$ cat config.mk
export PLATFORM = sky130hd
export DESIGN_NAME = f_fetch_unit
export DESIGN_NICKNAME = d
export VERILOG_FILES = /design/src/rtl/mips_defs.sv /design/src/rtl/f_npc_calc.sv /design/src/rtl/f_fetch_unit.sv
export SDC_FILE = /design/constraint.sdc
export NUM_CORES = 1
export LEC_CHECK = 0
export BUFFER_PORTS_ARGS = -buffer_cell sky130_fd_sc_hd__buf_4
export CORE_MARGIN = 3
export CORE_UTILIZATION = 45
export CTS_BUF_LIST = sky130_fd_sc_hd__clkbuf_16
export DETAILED_ROUTE_END_ITERATION = 10
export PLACE_DENSITY = 0.81
export SLEW_MARGIN = 20
export SYNTH_ARGS = -nofsm -noshare
export SYNTH_HDL_FRONTEND = slang
export SYNTH_SLANG_ARGS = --single-unit
$ cat constraint.sdc
create_clock -name clk -period 2.6 [get_ports clk]
set_input_delay 0.26 -clock clk [delete_from_list [all_inputs] [get_ports clk]]
set_output_delay 0.26 -clock clk [all_outputs]
set_load 0.005 [all_outputs]
$ cat src/rtl/mips_defs.sv
// Shared MIPS pipeline definitions: next-PC selector encoding and the reset PC.
package mips_defs;

  typedef enum logic [1:0] {
    NPC_PC4 = 2'd0,
    NPC_BR  = 2'd1,
    NPC_J   = 2'd2,
    NPC_JR  = 2'd3
  } npc_sel_e;

  localparam logic [31:0] RESET_PC = 32'h0000_3000;

  // Branch displacement: sign-extended 16-bit word offset turned into a byte offset.
  function automatic logic [31:0] br_offset(input logic [15:0] imm16);
    br_offset = {{14{imm16[15]}}, imm16, 2'b00};
  endfunction

endpackage

$ cat src/rtl/f_npc_calc.sv
// Next-PC calculator: chooses between sequential fetch and the redirect resolved in D.
module f_npc_calc
  import mips_defs::*;
(
  input  logic [31:0] pc,
  input  logic [1:0]  npc_sel,
  input  logic        br_taken,
  input  logic [31:0] d_pc,
  input  logic [15:0] d_imm16,
  input  logic [25:0] d_imm26,
  input  logic [31:0] d_rs_fwd,
  output logic [31:0] npc
);

  logic [31:0] pc_plus4;
  logic [31:0] br_target;

  assign pc_plus4  = pc + 32'd4;
  // Branch target is relative to the delay slot, i.e. the branch PC plus 4.
  assign br_target = d_pc + 32'd4 + br_offset(d_imm16);

  // Select the next PC; a not-taken branch falls through sequentially.
  always_comb begin
    npc = pc_plus4;
    case (npc_sel_e'(npc_sel))
      NPC_PC4: npc = pc_plus4;
      NPC_BR: begin
        if (br_taken) begin
          npc = br_target;
        end else begin
          npc = pc_plus4;
        end
      end
      NPC_J:   npc = {d_pc[31:28], d_imm26, 2'b00};
      NPC_JR:  npc = d_rs_fwd;
      default: npc = pc_plus4;
    endcase
  end

endmodule

$ cat src/rtl/f_fetch_unit.sv
// Fetch stage: PC register, instruction-memory address, address-error check, fetch counter.
module f_fetch_unit
  import mips_defs::*;
#(
  parameter logic [31:0] RESET_PC = mips_defs::RESET_PC,
  parameter int unsigned IM_BYTES = 16384
) (
  input  logic        clk,
  input  logic        reset,
  input  logic        f_en,
  input  logic [1:0]  npc_sel,
  input  logic        br_taken,
  input  logic [31:0] d_pc,
  input  logic [15:0] d_imm16,
  input  logic [25:0] d_imm26,
  input  logic [31:0] d_rs_fwd,
  output logic [31:0] i_inst_addr,
  input  logic [31:0] i_inst_rdata,
  output logic [31:0] F_PC,
  output logic [31:0] F_instr,
  output logic        F_exc_adel,
  output logic [31:0] fetch_cnt
);

  // Upper bound kept 33 bits wide so RESET_PC+IM_BYTES cannot overflow.
  localparam logic [32:0] PC_LIMIT = {1'b0, RESET_PC} + 33'(IM_BYTES);

  logic [31:0] pc_r;
  logic [31:0] fetch_cnt_r;
  logic [31:0] npc_s;
  logic        adel_s;

  f_npc_calc u_npc_calc (
    .pc       (pc_r),
    .npc_sel  (npc_sel),
    .br_taken (br_taken),
    .d_pc     (d_pc),
    .d_imm16  (d_imm16),
    .d_imm26  (d_imm26),
    .d_rs_fwd (d_rs_fwd),
    .npc      (npc_s)
  );

  // PC register: reset wins, then stall holds (dropping any redirect), else advance.
  always_ff @(posedge clk) begin
    if (reset) begin
      pc_r <= RESET_PC;
    end else if (f_en) begin
      pc_r <= npc_s;
    end else begin
      pc_r <= pc_r;
    end
  end

  // Accepted-fetch counter; wraps naturally and counts erroneous fetches too.
  always_ff @(posedge clk) begin
    if (reset) begin
      fetch_cnt_r <= 32'd0;
    end else if (f_en) begin
      fetch_cnt_r <= fetch_cnt_r + 32'd1;
    end else begin
      fetch_cnt_r <= fetch_cnt_r;
    end
  end

  // Address error: misaligned or outside the instruction memory window.
  always_comb begin
    adel_s = 1'b0;
    if (pc_r[1:0] != 2'b00) begin
      adel_s = 1'b1;
    end else if (pc_r < RESET_PC) begin
      adel_s = 1'b1;
    end else if ({1'b0, pc_r} >= PC_LIMIT) begin
      adel_s = 1'b1;
    end else begin
      adel_s = 1'b0;
    end
  end

  assign i_inst_addr = pc_r;
  assign F_PC        = pc_r;
  assign F_exc_adel  = adel_s;
  assign F_instr     = adel_s ? 32'h0000_0000 : i_inst_rdata;
  assign fetch_cnt   = fetch_cnt_r;

endmodule

# Word level (Yosys, flattened, before mapping)

Cells that the tools add are included.

Register bits: 64
Input port bits: 144
Logic and storage cells: 19

Add/subtract/negate cells: 4
Order comparisons: 2
Equal/unequal tests: 3
Mux-type cells: 6
Reduce and logical (&&, ||, !) cells: 2

Operator list:

| kind                                                                                  | number |
|---|---|
| 32-bit one-hot mux with 4 select lines                                                | 1 |
| 32-bit by 3-bit adder with 32-bit output, second input constant                       | 2 |
| 32-bit 2-to-1 mux                                                                     | 2 |
| 32-bit by 1-bit adder with 32-bit output, second input constant                       | 1 |
| 32-bit adder                                                                          | 1 |
| 32-bit by 15-bit greater-or-equal comparator with 1-bit output, second input constant | 1 |
| 32-bit by 14-bit less-than comparator with 1-bit output, second input constant        | 1 |
| 2-bit == test, second input constant                                                  | 2 |
| 1-bit 2-to-1 mux                                                                      | 3 |
| 2-bit by 1-bit == test with 1-bit output, second input constant                       | 1 |
| 2-bit zero test                                                                       | 1 |
| 2-bit nonzero test                                                                    | 1 |

# Depth between registers and ports, before layout

Word-level depth: 5
Gate-level depth with buffers: 13

# Hierarchy

Synthesis repeated with hierarchy kept, for this count alone.

Cell total of the unflattened synthesis: 818
Area total of the unflattened synthesis: 6488.7 um^2

By module, submodules not included:

| module       | instances | cells each | area each (um^2) | seq. area each (um^2) |
|---|---|---|---|---|
| f_npc_calc   | 1         | 462        | 3337.0           | 0.0 |
| f_fetch_unit | 1         | 356        | 3151.8           | 1281.2 |

# Worst setup path before layout

No wires, ideal clock.

Kind: input to register
Start point: in d_pc[3]
End point: reg pc_r[29] (netlist: F_PC[29])
Setup time: 0.121 ns
Arrival time: 2.345 ns
Required time: 2.479 ns
Setup slack: 0.134 ns
Stages: 11
Path buffers: 0
Path through: ha_1 -> ha_1 -> inv_1 -> fa_1 -> nand2b_1 -> a21oi_2 -> o2111ai_1 -> a31o_1 -> o41ai_2 -> xnor2_1 -> o21ai_1

Word-level cells in the longest chain between the ends: 4

RTL lines:

| element                                  | line               | source |
|---|---|---|
| start: declaration                       | f_fetch_unit.sv:13 | `input logic [31:0] d_pc,` |
| 32-bit by 3-bit adder with 32-bit output | f_npc_calc.sv:20   | `assign br_target = d_pc + 32'd4 + br_offset(d_imm16);` |
| 32-bit adder                             | f_npc_calc.sv:20   |  |
| 32-bit 2-to-1 mux                        | f_npc_calc.sv:28   | `if (br_taken) begin` |
| 32-bit one-hot mux with 4 select lines   | f_npc_calc.sv:25   | `case (npc_sel_e'(npc_sel))` |
| end signal: assignment                   | f_fetch_unit.sv:49 | `pc_r <= npc_s;` |
| end signal: assignment                   | f_fetch_unit.sv:51 | `pc_r <= pc_r;` |
| end: declaration                         | f_fetch_unit.sv:28 | `logic [31:0] pc_r;` |

No other way between the ends.
A chain may end at the register's enable or synchronous reset.

# Final worst setup path

Start point: in d_pc[3]
End point: reg pc_r[27] (netlist: F_PC[27])

The elaborated chain is that of the path after synthesis.

==> impl_results.rst <==
.. list-table::
   :header-rows: 1

   * - Metric
     - Value
   * - Clock transition time at the flip-flop clock pins of the worst setup and hold paths
     - approximately 50 ps
   * - Setup violators final
     - 0
   * - Number of library cell types mapped by synthesis
     - 84
   * - Vias in the first global route
     - about 7000
   * - Area enclosed by the die boundary
     - between 0.015 and 0.02 sq mm
   * - Combined area of the multi-input logic cells
     - 0.00487 sq mm
   * - Final worst clock skew
     - roughly 9.3 ps
   * - Headroom to the max-slew limit
     - between 60% and 70%
   * - Horizontal extent of the die
     - between 100 and 150 um
   * - Net count after synthesis
     - ~1100
   * - Clock H-tree levels
     - 3
   * - Cell row count
     - 44
   * - Multiplexer area fraction after synthesis
     - around 4.4%
   * - Clock Tree Buf Depth
     - 2
   * - ANT cells
     - 0
   * - Unrepaired setup endpoints after global routing
     - false
   * - Critical path endpoint category
     - flip-flop
   * - Reg-to-reg slack, setup
     - between 200 and 300 ps
   * - Critical path arrival
     - 2700 ps
   * - Area used by sequential logic in the layout
     - ~0.0013 sq mm
   * - TritonCTS sink count
     - 64
   * - Fraction of post-synthesis cell area in the top cell type by area
     - 19.1%
   * - Max Freq
     - 406 MHz
   * - Number of buffers inserted by post-CTS setup repair
     - 0
   * - # fillers
     - approximately 1300
   * - Cell Count, Final, Fillers Out
     - roughly 1400
   * - CTS resizes
     - 0
   * - Simple-Gate Fraction of Synth Area
     - 26.7%
   * - Origin of the worst min-delay path
     - d_pc[0]
   * - Total count of max-transition violations in the final report
     - 0
   * - Worst hold-check path type
     - primary input to flip-flop
   * - Reported max-cap violation count
     - 0
   * - Period utilisation layout
     - around 95%
   * - Number of enable flip-flop cells after synthesis
     - 0
   * - Top cells by count, synth
     - 99 x nor2_1, 74 x nand2_1, 64 x dfxtp_1
   * - Wire length of the first global-routing pass
     - around 34000 um
   * - Hold Fails Final Rpt
     - 0
   * - Required time at the worst-slack endpoint
     - roughly 2800 ps
   * - Synth area leader
     - dfxtp_1
   * - Worst Tran Pin Value
     - between 400 and 500 ps
   * - Via total after detailed routing
     - roughly 7500
   * - Master cell of the clock root buffer
     - clkbuf_16
   * - Aggregate global-route resource usage
     - 25.3%
   * - Endpoint of the lowest-slack register-to-register path
     - F_PC[14]
   * - Length of the first detailed-routing pass in iterations
     - 8
   * - Worst Setup Start Kind
     - primary input
   * - Dominant combinational cell family by area after synthesis
     - simple AND/OR/NAND/NOR gates
   * - Largest fanout on the critical path
     - 4
   * - Compound-Gate Fraction of Synth Area
     - 21.8%
   * - DP Wirelength
     - roughly 18000 um
   * - Number of nets in the finished design
     - 1373
   * - Average vias per placed instance
     - ~5.6
   * - Starting utilization of the core area
     - 46.1%
   * - Async set or reset register ratio after synthesis
     - 0%
   * - Top cells by area in the synthesized netlist
     - dfxtp_1 19%, ha_1 11%, nor2_1 5.5%, a21oi_1 4.5%, o21ai_0 4.2%
   * - Run status
     - finished, final reports clean
   * - Post-layout min period
     - 2460 ps
   * - Cell area after technology mapping
     - about 0.0067 sq mm
   * - DRC
     - 0
   * - Height of the die
     - ~130 um
   * - IR Drop Worst-Case VDD
     - 0.000310 V
   * - Cell count after synthesis
     - a little under 900
   * - Clock network latency to the later pin of the worst-skew pair
     - around 330 ps
   * - Yosys Warn Count
     - 0
   * - Number of CTS-inserted buffers
     - 9
   * - Largest net degree at the start of global routing
     - 67
   * - Post-synthesis share of cell area spent on full adders, half adders and majority gates
     - between 10% and 20%
   * - TritonCTS clock tree
     - built
   * - Post-Synth XOR/XNOR Area
     - ~8%
   * - Routed wire per std cell
     - 16.2 um
   * - Reg2reg start
     - F_PC[2]
   * - Leakage Power
     - between 4 and 5 nW
   * - Dominant register cell in the synthesized netlist
     - dfxtp_1
   * - Power density of the placed cells
     - 398 mW/mm^2
   * - IO Port Bufs
     - about 270
   * - Total congestion overflow after global routing
     - 0
   * - Number of top-level pins
     - ~270
   * - Cell depth of the worst hold path
     - 3
   * - Initial antenna violation count
     - 0
   * - Initial DRC count
     - between 500 and 600
   * - Share of the core filled with cells
     - 64.6%
   * - Total wirelength of the detailed-routed design
     - 22000 um
   * - Sequential element share of the synthesized area
     - 19.1%
   * - Mean area per synthesized cell
     - approximately 7.6 sq um
   * - Dpl cells
     - between 1000 and 1500
   * - Gp weighted congestion
     - about 0.91
   * - Number of hold buffers added after CTS
     - 0
   * - Kind of critical path
     - primary input to flip-flop
   * - Most common cell in the synthesized netlist
     - nor2_1
   * - Hold Path Sink
     - F_PC[0]
   * - Detail Route Antenna Nets
     - 0
   * - Register bit count reported by yosys
     - 64
   * - Synth-to-Final Area Change
     - 40.1%
   * - Fraction of final layout cells with drive strength greater than 1
     - about a third
   * - Cell depth of the worst flop-to-flop path
     - 8
   * - Core region area
     - roughly 0.015 sq mm
## stage by stage
| step | hold WS, ps | setup TNS [ps] | area [sq um] | worst slack (ps) | power, W |
|---|---|---|---|---|---|
| finish | 308 | 0 | 9420 | 138 | 0.00375 |
| global placement | 482 | -336 | 9130 | -114 | 0.00254 |
| global route | 307 | 0 | 9420 | 9.57 | 0.00396 |
| detailed placement | 501 | -1220 | 9130 | -179 | 0.00255 |
| CTS | 302 | 0 | 9420 | 155 | 0.00375 |
| floorplan | 483 | 0 | 6730 | 134 | 0.00191 |
## worst max-delay path, cell delays in order
cell and delay, ps:
buf_4 110, ha_1 280, ha_1 220, inv_1 70, fa_1 170, nand2b_1 150
a21oi_2 90, buf_4 140, o211ai_2 230, a21oi_2 110, or4_1 470, a21o_1 170
a211oi_1 220
## how the worst max path moves through the flow
| stage | start | end | slack (ps) |
|---|---|---|---|
| floorplan | d_pc[3] | F_PC[29] | 130 |
| global placement | d_pc[3] | F_PC[27] | -110 |
| detailed placement | d_pc[3] | F_PC[29] | -180 |
| CTS | d_pc[3] | F_PC[29] | 160 |
| global route | d_pc[3] | F_PC[19] | 10 |
| finish | d_pc[3] | F_PC[27] | 140 |
## routing by layer
metal	vias to the layer above	global-route usage [%]	share of wire, %
li1	3731	-	-
met1	3425	33.1	42
met4	0	6.24	1.7
met2	347	43.3	48
met3	35	3.96	8.2
met5	-	0	0
## cell type report
type	instances	area share [%]
Multi-Input combinational cell	717	51.7
Timing Repair Buffer	352	28.2
Sequential cell	64	13.6
Tap cell	184	2.44
Clock buffer	9	2.39
Inverter	24	0.956
Clock inverter	7	0.770
## layout by cell type (no fill, tap or decap), types with 6 or more instances in the layout
cell type  Yosys  final
nor3_1        17     16
a21oi_1       60     60
o21a_1         6      6
dfxtp_1       64     64
or3_1         10     10
o21ai_0       56     55
a21o_1        14     14
nand3_1       24     24
and3_1        11     11
nand4_1       18     18
and4_1         7      7
nor2_1        99     99
and2_1        34     34
nor4_1        12     12
inv_1         23     23
a211oi_1      16     16
mux2i_1       26     26
ha_1          60     60
buf_4         32    351
xnor2_1       31     31
clkbuf_16      0      9
nand2_1       74     74
xor2_1        30     30
## report_power, final
part / switching [W] / internal, W / total, W
combinational: 0.000714 / 0.000737 / 0.00145
clock: 0.000455 / 0.000741 / 0.00120
sequential: 0.0000753 / 0.00103 / 0.00110
total: 0.00124 / 0.00250 / 0.00375
## flip-flops by register name, indices dropped and copies added, names as in the netlist
register,cells
fetch_cnt,32
F_PC,32
## cells by family after synthesis
logic type / Yosys count
fa+ha+maj: 61
mux: 29
flops: 64
simple gates: 346
compound gates: 220
buf+inv: 107
xor+xnor: 61
Note: power is estimated with default switching activity, not from simulation.
